[config.mk]
export PLATFORM = sky130hd
export DESIGN_NAME = hazard_sb
export DESIGN_NICKNAME = d
export VERILOG_FILES = /design/src/rtl/hazard_sb_pkg.sv /design/src/rtl/hazard_sb_tagpipe.sv /design/src/rtl/hazard_sb.sv
export SDC_FILE = /design/constraint.sdc
export NUM_CORES = 1
export LEC_CHECK = 0
export BUFFER_PORTS_ARGS = -buffer_cell sky130_fd_sc_hd__buf_2
export CAP_MARGIN = 20
export CORE_MARGIN = 2
export CORE_UTILIZATION = 50
export DETAILED_ROUTE_END_ITERATION = 8
export PLACE_DENSITY = 0.86
export SLEW_MARGIN = 20
export SYNTH_ARGS = -nofsm -noshare
export SYNTH_HDL_FRONTEND = slang
export SYNTH_SLANG_ARGS = --single-unit
[constraint.sdc]
create_clock -name clk -period 3.3 [get_ports clk]
set_clock_uncertainty 0.2 [all_clocks]
set_input_delay 0.66 -clock clk [delete_from_list [all_inputs] [get_ports clk]]
set_output_delay 0.66 -clock clk [all_outputs]
set_load 0.005 [all_outputs]
[src/rtl/hazard_sb_pkg.sv]
// hazard_sb_pkg: shared result-class, tag type and availability lookup for the hazard scoreboard
package hazard_sb_pkg;
  localparam int RD_W = 8;
  typedef enum logic [1:0] {LAT_ALU = 2'd0, LAT_LOAD = 2'd1, LAT_CP0 = 2'd2} lat_e;
  typedef struct packed {
    logic v;
    logic [RD_W-1:0] rd;
    lat_e lat;
  } tag_t;
  function automatic int unsigned avail_of(lat_e lat, int unsigned load_avail, int unsigned cp0_avail);
    return lat == LAT_LOAD ? load_avail : lat == LAT_CP0 ? cp0_avail : 0;
  endfunction
endpackage

[src/rtl/hazard_sb_tagpipe.sv]
// hazard_sb_tagpipe: shadow pipeline of destination tags with ES hold and bubble insertion
module hazard_sb_tagpipe import hazard_sb_pkg::*; #(
  parameter int NSTAGE = 3
) (
  input  logic clk,
  input  logic reset,
  input  logic flush,
  input  logic hold,
  input  tag_t tag_in,
  output tag_t [NSTAGE-1:0] tags
);
  // ES keeps its tag while held and a bubble enters stage 1 behind it
  always_ff @(posedge clk) begin
    if (reset || flush) tags <= '0;
    else begin
      tags[0] <= hold ? tags[0] : tag_in;
      for (int i = 1; i < NSTAGE; i++) tags[i] <= (hold && i == 1) ? '0 : tags[i-1];
    end
  end
endmodule

[src/rtl/hazard_sb.sv]
// hazard_sb: scoreboard hazard unit producing stall/bubble/flush controls and a stall counter
module hazard_sb import hazard_sb_pkg::*; #(
  parameter int unsigned NSTAGE     = 3,
  parameter int unsigned REG_W      = 5,
  parameter int unsigned LOAD_AVAIL = 2,
  parameter int unsigned CP0_AVAIL  = 2,
  parameter int unsigned DIV_CYCLES = 8
) (
  input  logic             clk,
  input  logic             reset,
  input  logic             ds_valid,
  input  logic [REG_W-1:0] ds_rs1,
  input  logic [REG_W-1:0] ds_rs2,
  input  logic             ds_br,
  input  logic [REG_W-1:0] ds_rd,
  input  logic             ds_reg_write,
  input  logic [1:0]       ds_lat,
  input  logic             ds_is_div,
  input  logic             mem_data_ok,
  input  logic             exc_flush,
  output logic             fs_stall,
  output logic             ds_stall,
  output logic             es_stall,
  output logic             es_bubble,
  output logic             fs_flush,
  output logic             ds_flush,
  output logic             es_flush,
  output logic             post_flush,
  output logic [31:0]      stall_cnt
);
  localparam int CW = $clog2(DIV_CYCLES + 1);
  tag_t [NSTAGE-1:0] tags;
  tag_t tag_in;
  logic [CW-1:0] div_cnt;
  logic hz, issue;

  function automatic logic hit(tag_t t, int unsigned i, logic [REG_W-1:0] s);
    int unsigned av;
    av = avail_of(t.lat, LOAD_AVAIL, CP0_AVAIL);
    return ds_valid && s != '0 && t.v && t.rd == RD_W'(s) &&
           (ds_br ? i <= av : (i < av || (i == av && t.lat == LAT_LOAD && !mem_data_ok)));
  endfunction

  // OR of every source-vs-stage hazard across the shadow pipeline
  always_comb begin
    hz = 1'b0;
    for (int unsigned i = 0; i < NSTAGE; i++) hz = hz | hit(tags[i], i, ds_rs1) | hit(tags[i], i, ds_rs2);
  end

  assign es_stall   = div_cnt != '0 && !exc_flush;
  assign ds_stall   = !exc_flush && (hz || es_stall);
  assign fs_stall   = ds_stall;
  assign es_bubble  = hz && !es_stall && !exc_flush;
  assign fs_flush   = exc_flush;
  assign ds_flush   = exc_flush;
  assign es_flush   = exc_flush;
  assign post_flush = exc_flush;
  assign issue      = ds_valid && !ds_stall && !exc_flush;
  assign tag_in     = '{v: issue && ds_reg_write, rd: RD_W'(ds_rd), lat: lat_e'(ds_lat)};

  hazard_sb_tagpipe #(.NSTAGE(NSTAGE)) u_tagpipe (
    .clk(clk),
    .reset(reset),
    .flush(exc_flush),
    .hold(es_stall),
    .tag_in(tag_in),
    .tags(tags)
  );

  // divider occupancy: reload on div issue, count down to idle
  always_ff @(posedge clk) begin
    if (reset || exc_flush) div_cnt <= '0;
    else if (issue && ds_is_div) div_cnt <= CW'(DIV_CYCLES - 1);
    else if (div_cnt != '0) div_cnt <= div_cnt - 1'b1;
  end

  // saturating count of cycles a valid decode instruction is held
  always_ff @(posedge clk) begin
    if (reset) stall_cnt <= '0;
    else if (ds_valid && ds_stall && stall_cnt != '1) stall_cnt <= stall_cnt + 1'b1;
  end
endmodule

==> flow_summary_export.csv, run 1 <==
group,metric,value,unit
run_status,run_status,"complete, no violations",
clocking,clk_latency,0.34,ns
sta,worstMarginPinSlew,0.8713,ns
sta,rsz0062_at_grt,"no",
placement,globalplace.congestion,0.8516,
worst_setup_path,crit_fanout,4,
sta,slew_viol_final,0,
detailed_routing,drc,0,
global_routing,grt_max_degree,51,
yosys,ys_ff_latch,60,
global_routing,track_usage,0.2155,
sta,period_needed,3.086,ns
worst_setup_path,startpoint_type,"input port",
global_routing,grt-ovfl-total,0,
floorplan,start_util,0.5129,
yosys,synth_flop_cell,"dfxtp_1",
placement,post-dp-hpwl,5094,um
yosys,synth_warnings,0,
yosys,synth_common_cells,"dfxtp_1, nand2_1, a21oi_1, nor2_1",
pwr,p_per_area,468.4,nW/um^2
global_routing,grt_pass1_vias,2801,
worst_setup_path,cp.required,2.44,ns
placement,port_buffers,64,
clocking,root_buffer,"clkbuf_8",
worst_setup_path,r2r-start,"stall_cnt[3]$_SDFFE_PP0P_",
pwr,vdd_drop_max,226.1,uV
yosys,yosysTopAreaCellShare,0.3731,
detailed_routing,viasPerCell,5.712,
yosys,synth_edf_count,0,
yosys,yosys.cell_count.top_type,"dfxtp_1",
finish,drive_gt1_frac,0.2415,
yosys,mappedNetlistNets,415,
finish,layout-area-overhead-vs-synth,17.72,%
finish,fin_nets,467,
sta,setup_slack,0.2139,ns
detailed_routing,firstDrtPassIters,4,
sta,period_share,0.9352,
clocking,cts_max_level,3,
worst_setup_path,cp-end-kind,"primary output",
yosys,async_flop_share,0,
sta,relSlewSlack,0.4170,
yosys,syn_area_per_cell,8.340,um^2
yosys,synth_cell_types,41,
clocking,clock-sinks,60,
yosys,synthTopCellsByArea,"dfxtp_1, xnor2_1, mux2_2",
clocking,cts.repair.resized,0,
floorplan,coreArea,6277,um^2
sta,max_freq,0.3240,GHz
floorplan,die_area,7096,um^2
worst_setup_path,path_class,"in -> out",
floorplan,die_h,84.24,um
detailed_routing,vias,2970,
floorplan,io-pin-count,65,
yosys,synth_area,3219,um^2
floorplan,die_x,84.24,um
global_routing,grt_antenna_before_repair,0,
detailed_routing,ant_nets,0,
pwr,leakagePower,0.001475,uW
sta,setup_viol,0,
clocking,clk_pin_slew,0.07,ns
clocking,holdBufCountCts,0,
yosys,synthCells,386,
detailed_routing,drt_first_iter_violations,217,
global_routing,grt_pass1_wl,12500,um
detailed_routing,routedWlPerCell,13.92,um
yosys,ys_seq_area_frac,0.3731,
run,drv_cap,0,
worst_setup_path,startpoint,"ds_rs1[3]",
worst_setup_path,worst_ep_arrival_time,2.23,ns
sta,hold_ws,0.2534,ns
placement,dp_slack,0.2906,ns
clocking,cts_tree,"done",
finish,n_antenna_cell,0,
yosys,yosysTopAreaCell,"dfxtp_1",
min_path,hp-class,"reg -> reg",
floorplan,rows,29,
detailed_routing,wl,7240,um
clocking,cts_buffer_depth,2,
sta,hold_violations,0,
clocking,numCtsBuffers,9,
sta,fin_setup_tns,0,ns
clocking,postCtsSetupBuffers,0,
min_path,worstHoldStart,"u_tagpipe.tags[21]$_SDFF_PP0_",
-- worst max-delay path, cell delays in order --
cell and delay (ns):
buf_2 0.13, xor2_1 0.16, nor3_1 0.27, nand4_1 0.15, a211oi_2 0.41, nor3_1 0.15, nor3_1 0.15, buf_2 0.14
-- registers in the layout, indices dropped and copies added, names as in the netlist --
| register | cells |
|---|---|
| u_tagpipe.tags | 24 |
| stall_cnt | 32 |
| div_cnt | 4 |
-- logic make-up after synthesis --
| kind of cell | count (synthesis) | share of synthesized area |
|---|---|---|
| and+or+nand+nor | 186 | 0.3148 |
| buffers and inverters | 33 | 0.05169 |
| DFF | 60 | 0.3731 |
| adders and majority gates | 4 | 0.01555 |
| muxes | 14 | 0.04897 |
| xor gates and xnor gates | 34 | 0.09250 |
| AOI/OAI and AO/OA | 55 | 0.1034 |
-- routing by layer --
metal | vias to the layer above | part of all wire | GRT usage
met2 | 74 | 0.47 | 0.3535
met1 | 1389 | 0.45 | 0.2675
met3 | 16 | 0.056 | 0.05211
li1 | 1491 | - | -
met5 | - | 0 | 0
met4 | 0 | 0.022 | 0.09971
-- power by group --
group	internal [uW]	total, uW	switching [uW]	leakage, uW
logic	99.7	273	174	0.000886
registers	741	757	15.5	0.000485
clock network	444	745	301	0.000105
total	1280	1780	490	0.00148
-- cell type report --
cell class	instances	area (um^2)
fill	536	2487
sequential	60	1201
inverter	4	15.01
clock inverter	6	87.58
multi-input combinational	293	1874
tap	77	96.34
clock buffer	10	137.6
timing repair buffer	70	377.9
-- worst paths after layout --
kind	slack, ns	cells after the start	to
setup / recovery	0.21	8	es_bubble
hold / removal	0.25	1	u_tagpipe.tags[32]$_SDFF_PP0_
setup reg to reg	0.69	7	stall_cnt[9]$_SDFFE_PP0P_
hold reg to reg	0.25	1	u_tagpipe.tags[32]$_SDFF_PP0_
-- layout by cell type (no fill, tap or decap), drive strengths merged, types with 2 or more instances in the layout --
master / Yosys / routed
buf: 15 / 70
dfxtp: 60 / 60
nand2: 33 / 33
a21oi: 29 / 29
nor2: 25 / 25
nor3: 23 / 23
nand4: 22 / 22
xnor2: 20 / 20
nand3: 15 / 15
nor2b: 15 / 15
xor2: 14 / 14
or4: 14 / 14
mux2: 14 / 14
o31ai: 14 / 14
and3: 12 / 12
and2: 11 / 11
clkbuf: 14 / 10
or3: 5 / 5
o21ai: 5 / 5
inv: 4 / 4
ha: 4 / 4
clkinvlp: 0 / 3
nor4: 3 / 3
or2: 2 / 2
and4: 2 / 2
nor3b: 2 / 2
bufinv: 0 / 2
a211oi: 2 / 2
-- metrics by stage --
stage | power, uW | util | instance area (um^2) | cells
global placement | 1036 | 0.5679 | 3565 | 504
finish | 1775 | 0.6037 | 3790 | 520
global route | 1849 | 0.6037 | 3790 | 520
detailed placement | 1043 | 0.5679 | 3565 | 504
CTS | 1783 | 0.6037 | 3790 | 520
floorplan | 967.6 | - | 3219 | 386
Power figures use the tool's default switching activity.
==> run 2: changes to the inputs <==
Settings changed: SETUP_SLACK_MARGIN set to 0.5.
==> flow_summary_export.csv, run 2 (synthesis results as in run 1) <==
group,metric,value,unit
worst_setup_path,crit_fanout,2,
placement,globalplace.congestion,0.9530,
detailed_routing,wl,8213,um
worst_setup_path,cp-end-kind,"primary output",
run_status,run_status,"complete, no violations",
floorplan,start_util,0.5129,
worst_setup_path,r2r_slack,0.65,ns
finish,fin_nets,474,
sta,period_needed,2.872,ns
clocking,cts_buffer_depth,2,
floorplan,io-pin-count,65,
sta,worstMarginPinSlew,0.8669,ns
finish,n_antenna_cell,0,
finish,drive_gt1_frac,0.2867,
floorplan,rows,29,
clocking,clock-sinks,60,
worst_setup_path,r2r-start,"u_tagpipe.tags[28]$_SDFF_PP0_",
min_path,hold_depth,1,
clocking,root_buffer,"clkbuf_8",
finish,max_flop_register,"stall_cnt",
worst_setup_path,rr_worst_depth,10,
worst_setup_path,cp_slowest_stage_delay,0.33,ns
min_path,min_to,"u_tagpipe.tags[32]$_SDFF_PP0_",
placement,post-dp-hpwl,5401,um
sta,max_freq,0.3482,GHz
worst_setup_path,cp_cell_sequence,"buf_8, xor2_2, nor3_2, nand4_1, a211oi_2, buf_4, nor4_4, nor2_4, buf_2",
clocking,cts_max_level,3,
finish,final_common_cell,"dfxtp_1",
detailed_routing,ant_nets,0,
global_routing,grt_pass1_vias,2821,
pwr,vdd_drop_max,245.8,uV
clocking,cts_tree,"done",
sta,setup_slack,0.4278,ns
worst_setup_path,reg2reg_to,"stall_cnt[28]$_SDFFE_PP0P_",
finish,largest_registers,"stall_cnt (32), u_tagpipe.tags (24), div_cnt (4)",
finish,nFillCells,511,
pwr,p_per_area,445.9,nW/um^2
finish,largest_register_ff_count,32,
clocking,holdBufCountCts,0,
finish,mostFrequentLayoutCells,"dfxtp_1, buf_2, nand2_1",
floorplan,die_area,7096,um^2
sta,slew_viol_final,0,
clocking,clk_pin_slew,0.07,ns
min_path,hp-class,"reg -> reg",
sta,period_share,0.8704,
clocking,numCtsBuffers,9,
finish,layout-area-overhead-vs-synth,23.05,%
sta,fin_setup_tns,0,ns
clocking,clk_latency,0.35,ns
global_routing,track_usage,0.2206,
worst_setup_path,cp.required,2.44,ns
sta,hold_ws,0.2721,ns
detailed_routing,drt_first_iter_violations,204,
pwr,leakagePower,0.001544,uW
sta,relSlewSlack,0.4199,
detailed_routing,vias,3079,
floorplan,coreArea,6277,um^2
floorplan,die_h,84.24,um
worst_setup_path,slowest_stage,"a211oi_2",
worst_setup_path,path_class,"in -> out",
global_routing,grt_pass1_wl,12740,um
run,drv_cap,0,
detailed_routing,firstDrtPassIters,5,
detailed_routing,viasPerCell,5.843,
placement,port_buffers,64,
sta,setup_viol,0,
worst_setup_path,worst_ep_arrival_time,2.01,ns
min_path,worstHoldStart,"u_tagpipe.tags[21]$_SDFF_PP0_",
worst_setup_path,startpoint_type,"input port",
sta,rsz0062_at_grt,"yes",
detailed_routing,drc,0,
floorplan,die_x,84.24,um
global_routing,grt-ovfl-total,0,
global_routing,grt_antenna_before_repair,0,
sta,hold_violations,0,
detailed_routing,routedWlPerCell,15.58,um
placement,dp_slack,0.3289,ns
global_routing,grt_max_degree,51,
[run 2: repair_timing]
item / in CTS / in global routing
pin swaps: 7 / 11
gates cloned: 0 / 1
buffers inserted: 5 / 0
endpoints found under the setup margin: 3 / 25
resized for setup: 13 / 13
[run 2: worst max-delay path, delay by kind of cell]
family	cells	cell delay, ns
AND/OR/NAND/NOR	4	0.46
buffers and inverters	3	0.40
AO/OA/AOI/OAI	1	0.33
XOR/XNOR	1	0.17
[run 2: area by class of cell]
| type | instances | area, um^2 | area share |
|---|---|---|---|
| Multi-Input combinational cell | 293 | 1961 | 0.4949 |
| Sequential cell | 60 | 1201 | 0.3032 |
| Timing Repair Buffer | 77 | 486.7 | 0.1229 |
| Clock buffer | 10 | 137.6 | 0.03474 |
| Tap cell | 77 | 96.34 | 0.02432 |
| Clock inverter | 6 | 63.81 | 0.01611 |
| Inverter | 4 | 15.01 | 0.003790 |
[run 2: stage by stage]
stage                     area [um^2]    util  total power, uW  std cells
final                            3961  0.6311             1766        527
after global routing             3961  0.6311             1831        527
after CTS                        3871  0.6167             1738        526
after detailed placement         3586  0.5713             1056        505
after global placement           3586  0.5713             1047        505
after floorplan                  3248       -            980.5        386
[run 2: worst max-delay path by stage]
stage / from / to / slack [ns] / cells past startpoint
2_1_floorplan: ds_rs2[3] / fs_stall / 0.50 / 9
3_5_place_dp: ds_rs2[3] / stall_cnt[15]$_SDFFE_PP0P_ / 0.33 / 9
4_1_cts: ds_rs2[4] / ds_stall / 0.46 / 9
3_3_place_gp: ds_rs2[3] / es_bubble / 0.41 / 8
5_1_grt: ds_rs2[4] / fs_stall / 0.34 / 9
6_report: ds_rs2[4] / fs_stall / 0.43 / 9
[run 2: power breakdown]
group	leakage [uW]	switching (uW)	internal, uW
clock	0.0000983	307	367
combinational	0.000961	200	134
sequential	0.000485	17.4	741
total	0.00154	524	1240
[run 2: metal layers]
layer / track usage / share of wire / vias to the layer above
li1: - / - / 1499
met1: 0.2647 / 0.41 / 1447
met2: 0.3766 / 0.50 / 114
met3: 0.04326 / 0.061 / 19
met4: 0.1085 / 0.023 / 0
met5: 0 / 0 / -
